===== config.mk =====
export PLATFORM = sky130hd
export DESIGN_NAME = approx_adder_err_meter
export DESIGN_NICKNAME = d
export VERILOG_FILES = /design/src/rtl/approx_adder_err_meter.sv
export SDC_FILE = /design/constraint.sdc
export NUM_CORES = 1
export LEC_CHECK = 0
export CAP_MARGIN = 5
export CORE_UTILIZATION = 35
export CTS_CLUSTER_SIZE = 12
export DETAILED_ROUTE_END_ITERATION = 6
export GPL_ROUTABILITY_DRIVEN = 0
export HOLD_SLACK_MARGIN = 0.02
export PLACE_DENSITY = 0.52
export SLEW_MARGIN = 20
export SYNTH_ARGS = -nofsm -noshare
export SYNTH_HDL_FRONTEND = slang
export SYNTH_SLANG_ARGS = --single-unit

===== constraint.sdc =====
create_clock -name clk -period 9.84 [get_ports clk]
set_input_delay 1.476 -clock clk [delete_from_list [all_inputs] [get_ports clk]]
set_output_delay 1.476 -clock clk [all_outputs]
set_load 0.005 [all_outputs]

===== src/rtl/approx_adder_err_meter.sv =====
// Exhaustive error characteriser for an approximate ripple-carry adder.
// Sweeps every {a,b} pair and grades the approximate sum against a + b.
module approx_adder_err_meter #(
  parameter int WIDTH       = 8,
  parameter int APPROX_BITS = 7
) (
  input  logic                 clk,
  input  logic                 rst,
  input  logic                 start,
  input  logic                 hold,
  output logic                 busy,
  output logic                 done,
  output logic [2*WIDTH:0]     err_count,
  output logic [WIDTH:0]       max_abs_err,
  output logic [3*WIDTH:0]     sum_abs_err,
  output logic [4*WIDTH+1:0]   sum_sq_err,
  output logic [WIDTH-1:0]     worst_a,
  output logic [WIDTH-1:0]     worst_b
);

  localparam int CW = 2 * WIDTH;

  typedef enum logic [1:0] {IDLE, RUN, DRAIN} state_t;

  state_t            state, state_nxt;
  logic [CW-1:0]     pair_cnt;
  logic              drain_cnt;
  logic              accept;
  logic              finish;

  logic              v1;
  logic [WIDTH-1:0]  s1_a, s1_b;
  logic [WIDTH:0]    s1_apx, s1_ext;

  logic              v2;
  logic [WIDTH-1:0]  s2_a, s2_b;
  logic [WIDTH:0]    s2_abs;
  logic [2*WIDTH+1:0] s2_sq;

  logic [WIDTH+1:0]  diff;
  logic [WIDTH+1:0]  diff_mag;
  logic [WIDTH:0]    e_abs;
  logic [2*WIDTH+1:0] e_sq;

  function automatic logic [WIDTH:0] approx_sum(input logic [WIDTH-1:0] x,
                                                input logic [WIDTH-1:0] y);
    logic           c;
    logic [WIDTH:0] s;
    c = 1'b0;
    s = '0;
    for (int i = 0; i < WIDTH; i++) begin
      if (i < APPROX_BITS) begin
        s[i] = x[i] | y[i] | c;
        c    = x[i] & y[i];
      end else begin
        s[i] = x[i] ^ y[i] ^ c;
        c    = (x[i] & y[i]) | (x[i] & c) | (y[i] & c);
      end
    end
    s[WIDTH] = c;
    return s;
  endfunction

  always_ff @(posedge clk) begin
    if (rst) state <= IDLE;
    else     state <= state_nxt;
  end

  // A start arriving while the done pulse is up is ignored, so back-to-back
  // sweeps restart one cycle after done.
  always_comb begin
    state_nxt = state;
    accept    = 1'b0;
    finish    = 1'b0;
    unique case (state)
      IDLE: begin
        if (start && !done) begin
          state_nxt = RUN;
          accept    = 1'b1;
        end
      end
      RUN: begin
        if (!hold && (pair_cnt == '1)) state_nxt = DRAIN;
      end
      DRAIN: begin
        if (!hold && drain_cnt) begin
          state_nxt = IDLE;
          finish    = 1'b1;
        end
      end
      default: state_nxt = IDLE;
    endcase
  end

  assign busy = (state != IDLE);

  always_ff @(posedge clk) begin
    if (rst) begin
      pair_cnt  <= '0;
      drain_cnt <= 1'b0;
      done      <= 1'b0;
    end else begin
      done <= finish;
      if (accept) begin
        pair_cnt  <= '0;
        drain_cnt <= 1'b0;
      end else if (!hold) begin
        if (state == RUN && pair_cnt != '1)
          pair_cnt <= pair_cnt + {{(CW-1){1'b0}}, 1'b1};
        if (state == DRAIN)
          drain_cnt <= ~drain_cnt;
      end
    end
  end

  // The pair counter doubles as the operand stage; S1 latches both sums.
  always_ff @(posedge clk) begin
    if (rst || accept) begin
      v1     <= 1'b0;
      s1_a   <= '0;
      s1_b   <= '0;
      s1_apx <= '0;
      s1_ext <= '0;
    end else if (!hold) begin
      v1     <= (state == RUN);
      s1_a   <= pair_cnt[CW-1:WIDTH];
      s1_b   <= pair_cnt[WIDTH-1:0];
      s1_apx <= approx_sum(pair_cnt[CW-1:WIDTH], pair_cnt[WIDTH-1:0]);
      s1_ext <= {1'b0, pair_cnt[CW-1:WIDTH]} + {1'b0, pair_cnt[WIDTH-1:0]};
    end
  end

  always_comb begin
    diff     = {1'b0, s1_apx} - {1'b0, s1_ext};
    diff_mag = diff[WIDTH+1] ? (~diff + {{(WIDTH+1){1'b0}}, 1'b1}) : diff;
    e_abs    = diff_mag[WIDTH:0];
    e_sq     = {{(WIDTH+1){1'b0}}, e_abs} * {{(WIDTH+1){1'b0}}, e_abs};
  end

  always_ff @(posedge clk) begin
    if (rst || accept) begin
      v2     <= 1'b0;
      s2_a   <= '0;
      s2_b   <= '0;
      s2_abs <= '0;
      s2_sq  <= '0;
    end else if (!hold) begin
      v2     <= v1;
      s2_a   <= s1_a;
      s2_b   <= s1_b;
      s2_abs <= e_abs;
      s2_sq  <= e_sq;
    end
  end

  // Strict greater-than keeps the earliest pair on ties.
  always_ff @(posedge clk) begin
    if (rst || accept) begin
      err_count   <= '0;
      max_abs_err <= '0;
      sum_abs_err <= '0;
      sum_sq_err  <= '0;
      worst_a     <= '0;
      worst_b     <= '0;
    end else if (v2 && !hold) begin
      err_count   <= err_count + {{CW{1'b0}}, (s2_abs != '0)};
      sum_abs_err <= sum_abs_err + {{(2*WIDTH){1'b0}}, s2_abs};
      sum_sq_err  <= sum_sq_err + {{(2*WIDTH){1'b0}}, s2_sq};
      if (s2_abs > max_abs_err) begin
        max_abs_err <= s2_abs;
        worst_a     <= s2_a;
        worst_b     <= s2_b;
      end
    end
  end

endmodule

==> results.yml <==
status:
  status: "finished clean"
grt:
  grt_max_degree: 85
  grt_pass1_vias: 9085
  antenna_found_initial: 0
  grt_pass1_wl_mm: 45.7
  gr-total-overflow: 0
  grt_usage_pct: 15.9
placed_design:
  portBuffers: 106
  pre_cts_ws_ns: 2.21
  dp_cells: 1928
  dp_hpwl_mm: 19.5
timing:
  rsz0062_at_grt: "no"
  setup_viol: 0
  tightest_slew_ns: 0.985
  clock-skew-final_ns: 0.0150
  period_share_pct: 76.7
  fin_hold_ws_ns: 0.469
  relSlewSlack_pct: 34.1
  fin_tns_setup_ns: 0
  period_minus_slack_ns: 7.55
  fmax_mhz: 132
  worst_slack_ns: 2.29
  hold_violations: 0
  drv_slew: 0
cts:
  ctsHoldBuffers: 0
  cts_buffers: 17
  htreeDepth: 4
  clk-insertion-delay-late_ns: 0.45
  cts_setup_buffers: 0
  cts_max_path_buffers: 2
  clock-root-buffer: "clkbuf_16"
  cts_resized: 0
  cts_tree: "done"
  clock-sinks: 198
  cts.clk_slew.worst_paths_ns: 0.08
route:
  firstDrtPassIters: 5
  dr.max_layer_used: "met4"
  routed_wl_mm: 26.7
  wire_per_inst_um: 13.6
  drc: 0
  first_iter_violations: 476
  vias: 9453
  wl_met1_mm: 13.4
  wl_met3_um: 742
  wl_met2_mm: 12.2
  ant_nets: 0
  via_per_inst: 4.82
power:
  max-vdd-ir-drop_uv: 128
  p_leak_nw: 5.61
  finalPower_mw: 1.64
  p_per_area_nw_per_um2: 117
floorplanning:
  fp-row-count: 67
  die_area_um2: 34800
  die_h_um: 186
  start_util_pct: 35.5
  coreArea_um2: 33500
  die_w_um: 186
  ioPinCount: 107
finish:
  syn2layout_area_growth_pct: 18.0
  num-fill-cells: 3381
  diodes: 0
  nets: 1640
  layoutNonFillerInstCount: 1960
  drive_gt1_share_pct: 4.83
critical_path:
  cp_max_fo: 11
  cp-end-kind: "register"
  cp-start-kind: "register"
  slowest_stage: "xor2_1"
  cp_top_family: "adder cells"
  cp.required_ns: 10.22
  cp_common_cell: "inv_1"
  critPathArrivalTime_ns: 7.93
  slowest_delay_ns: 0.64
  path_class: "register to register"
  cp_num_buf_inv: 5
synthesis:
  synth_top_cell_by_area: "dfxtp_1"
  synth_flop_cell: "dfxtp_1"
  ys_seq_area_share_pct: 33.3
  synth_edf_count: 0
  synth_area_leaders: "dfxtp_1 33%, ha_1 10%, nor2_1 7.7%"
  synth_common_cells: "244 x nor2_1, 198 x dfxtp_1, 130 x inv_1"
  synth_top_area_share_pct: 33.3
  netlist_instances: 1415
  ys_ff_latch: 198
  synth_cell_type_count: 61
  ys_async_sr_fraction_pct: 0
  netlist_area_um2: 11900
  yosysMostFrequentCell: "nor2_1"
  avgSynthCellArea_um2: 8.41
  syn_nets: 1556
  yosys_warnings: 0
flow_run:
  maxCapViolations: 0
hold_path:
  hold_path_class: "register to register"
==> state kept, by name, summed over array words and instances, names as in the netlist <==
register,cells
v2,1
s2_abs,9
s1_ext,9
pair_cnt,16
worst_a,8
drain_cnt,1
s1_a,8
max_abs_err,9
v1,1
s2_sq,16
err_count,17
sum_abs_err,25
state,2
s1_apx,9
done,1
s1_b,8
s2_a,8
sum_sq_err,34
worst_b,8
s2_b,8
==> area by class of cell <==
type,instances,area [µm²],share of cell area [%]
well taps,448,561,3.99
clock inverters,14,176,1.26
flip-flops and latches,198,3960,28.2
repair buffers,118,1150,8.18
clock buffers,18,439,3.13
inverters,130,488,3.47
multi-input cells,1034,7270,51.8
==> worst register-to-register path, delay by kind of cell, from the launching register on <==
kind | cells | cell delay [ns]
buffers and inverters | 5 | 0.28
and+or+nand+nor | 6 | 1.82
AOI/OAI and AO/OA | 7 | 1.04
xor gates and xnor gates | 3 | 1.16
DFF | 1 | 0.32
adders and majority gates | 7 | 2.88
==> power breakdown <==
group,switching (mW),internal [mW]
clock,0.363,0.374
combinational,0.0648,0.0315
sequential,0.00325,0.803
total,0.431,1.21
==> worst paths after layout <==
kind / from / end / slack, ns / cells after the start
worst min-delay path: v1$_SDFFE_PP0N_ / v1$_SDFFE_PP0N_ / 0.47 / 2
worst max-delay path: s1_apx[0]$_SDFFE_PP0N_ / s2_sq[17]$_SDFFE_PP0N_ / 2.29 / 28
worst min register to register: v1$_SDFFE_PP0N_ / v1$_SDFFE_PP0N_ / 0.47 / 2
worst max register to register: s1_apx[0]$_SDFFE_PP0N_ / s2_sq[17]$_SDFFE_PP0N_ / 2.29 / 28
==> layout by cell type (no fill, tap or decap), types with 7 or more instances in the layout <==
cell             Yosys  final
a211oi_1            10     10
a21o_1              14     13
a21oi_1            102    102
and2_1               8      8
and3_1              17     17
and4_1               7      7
buf_4                0     13
clkbuf_16            0     17
clkdlybuf4s50_1      0    105
dfxtp_1            198    198
fa_1                39     39
ha_1                98     98
inv_1              130    130
mux2i_1             70     70
nand2_1             97     97
nand3_1             28     28
nand4_1             14     14
nor2_1             244    244
nor2b_1             17     16
nor3_1              24     24
o21a_1              18     18
o21ai_0             37     37
or2_2               12     12
or3_1               13     13
xnor2_1             61     61
xor2_1              38     37
==> stage by stage <==
| stage | util (%) | cell area [µm²] |
|---|---|---|
| after floorplan | - | 11900 |
| after global placement | 40.0 | 13400 |
| after detailed placement | 40.0 | 13400 |
| after CTS | 41.9 | 14000 |
| after global routing | 41.9 | 14000 |
| final | 41.9 | 14000 |
==> per-layer routing <==
metal	up-vias	GRT usage [%]
li1	4903	-
met1	4383	21.6
met2	145	26.1
met3	22	2.63
met4	0	3.66
met5	-	0
==> logic make-up after synthesis <==
family	synth area share [%]
simple gates	18.8
xor+xnor	7.42
compound gates	11.8
mux	5.98
buf+inv	5.81
flops	33.3
fa+ha+maj	16.9
No activity file was read; power rests on OpenSTA's default activity.
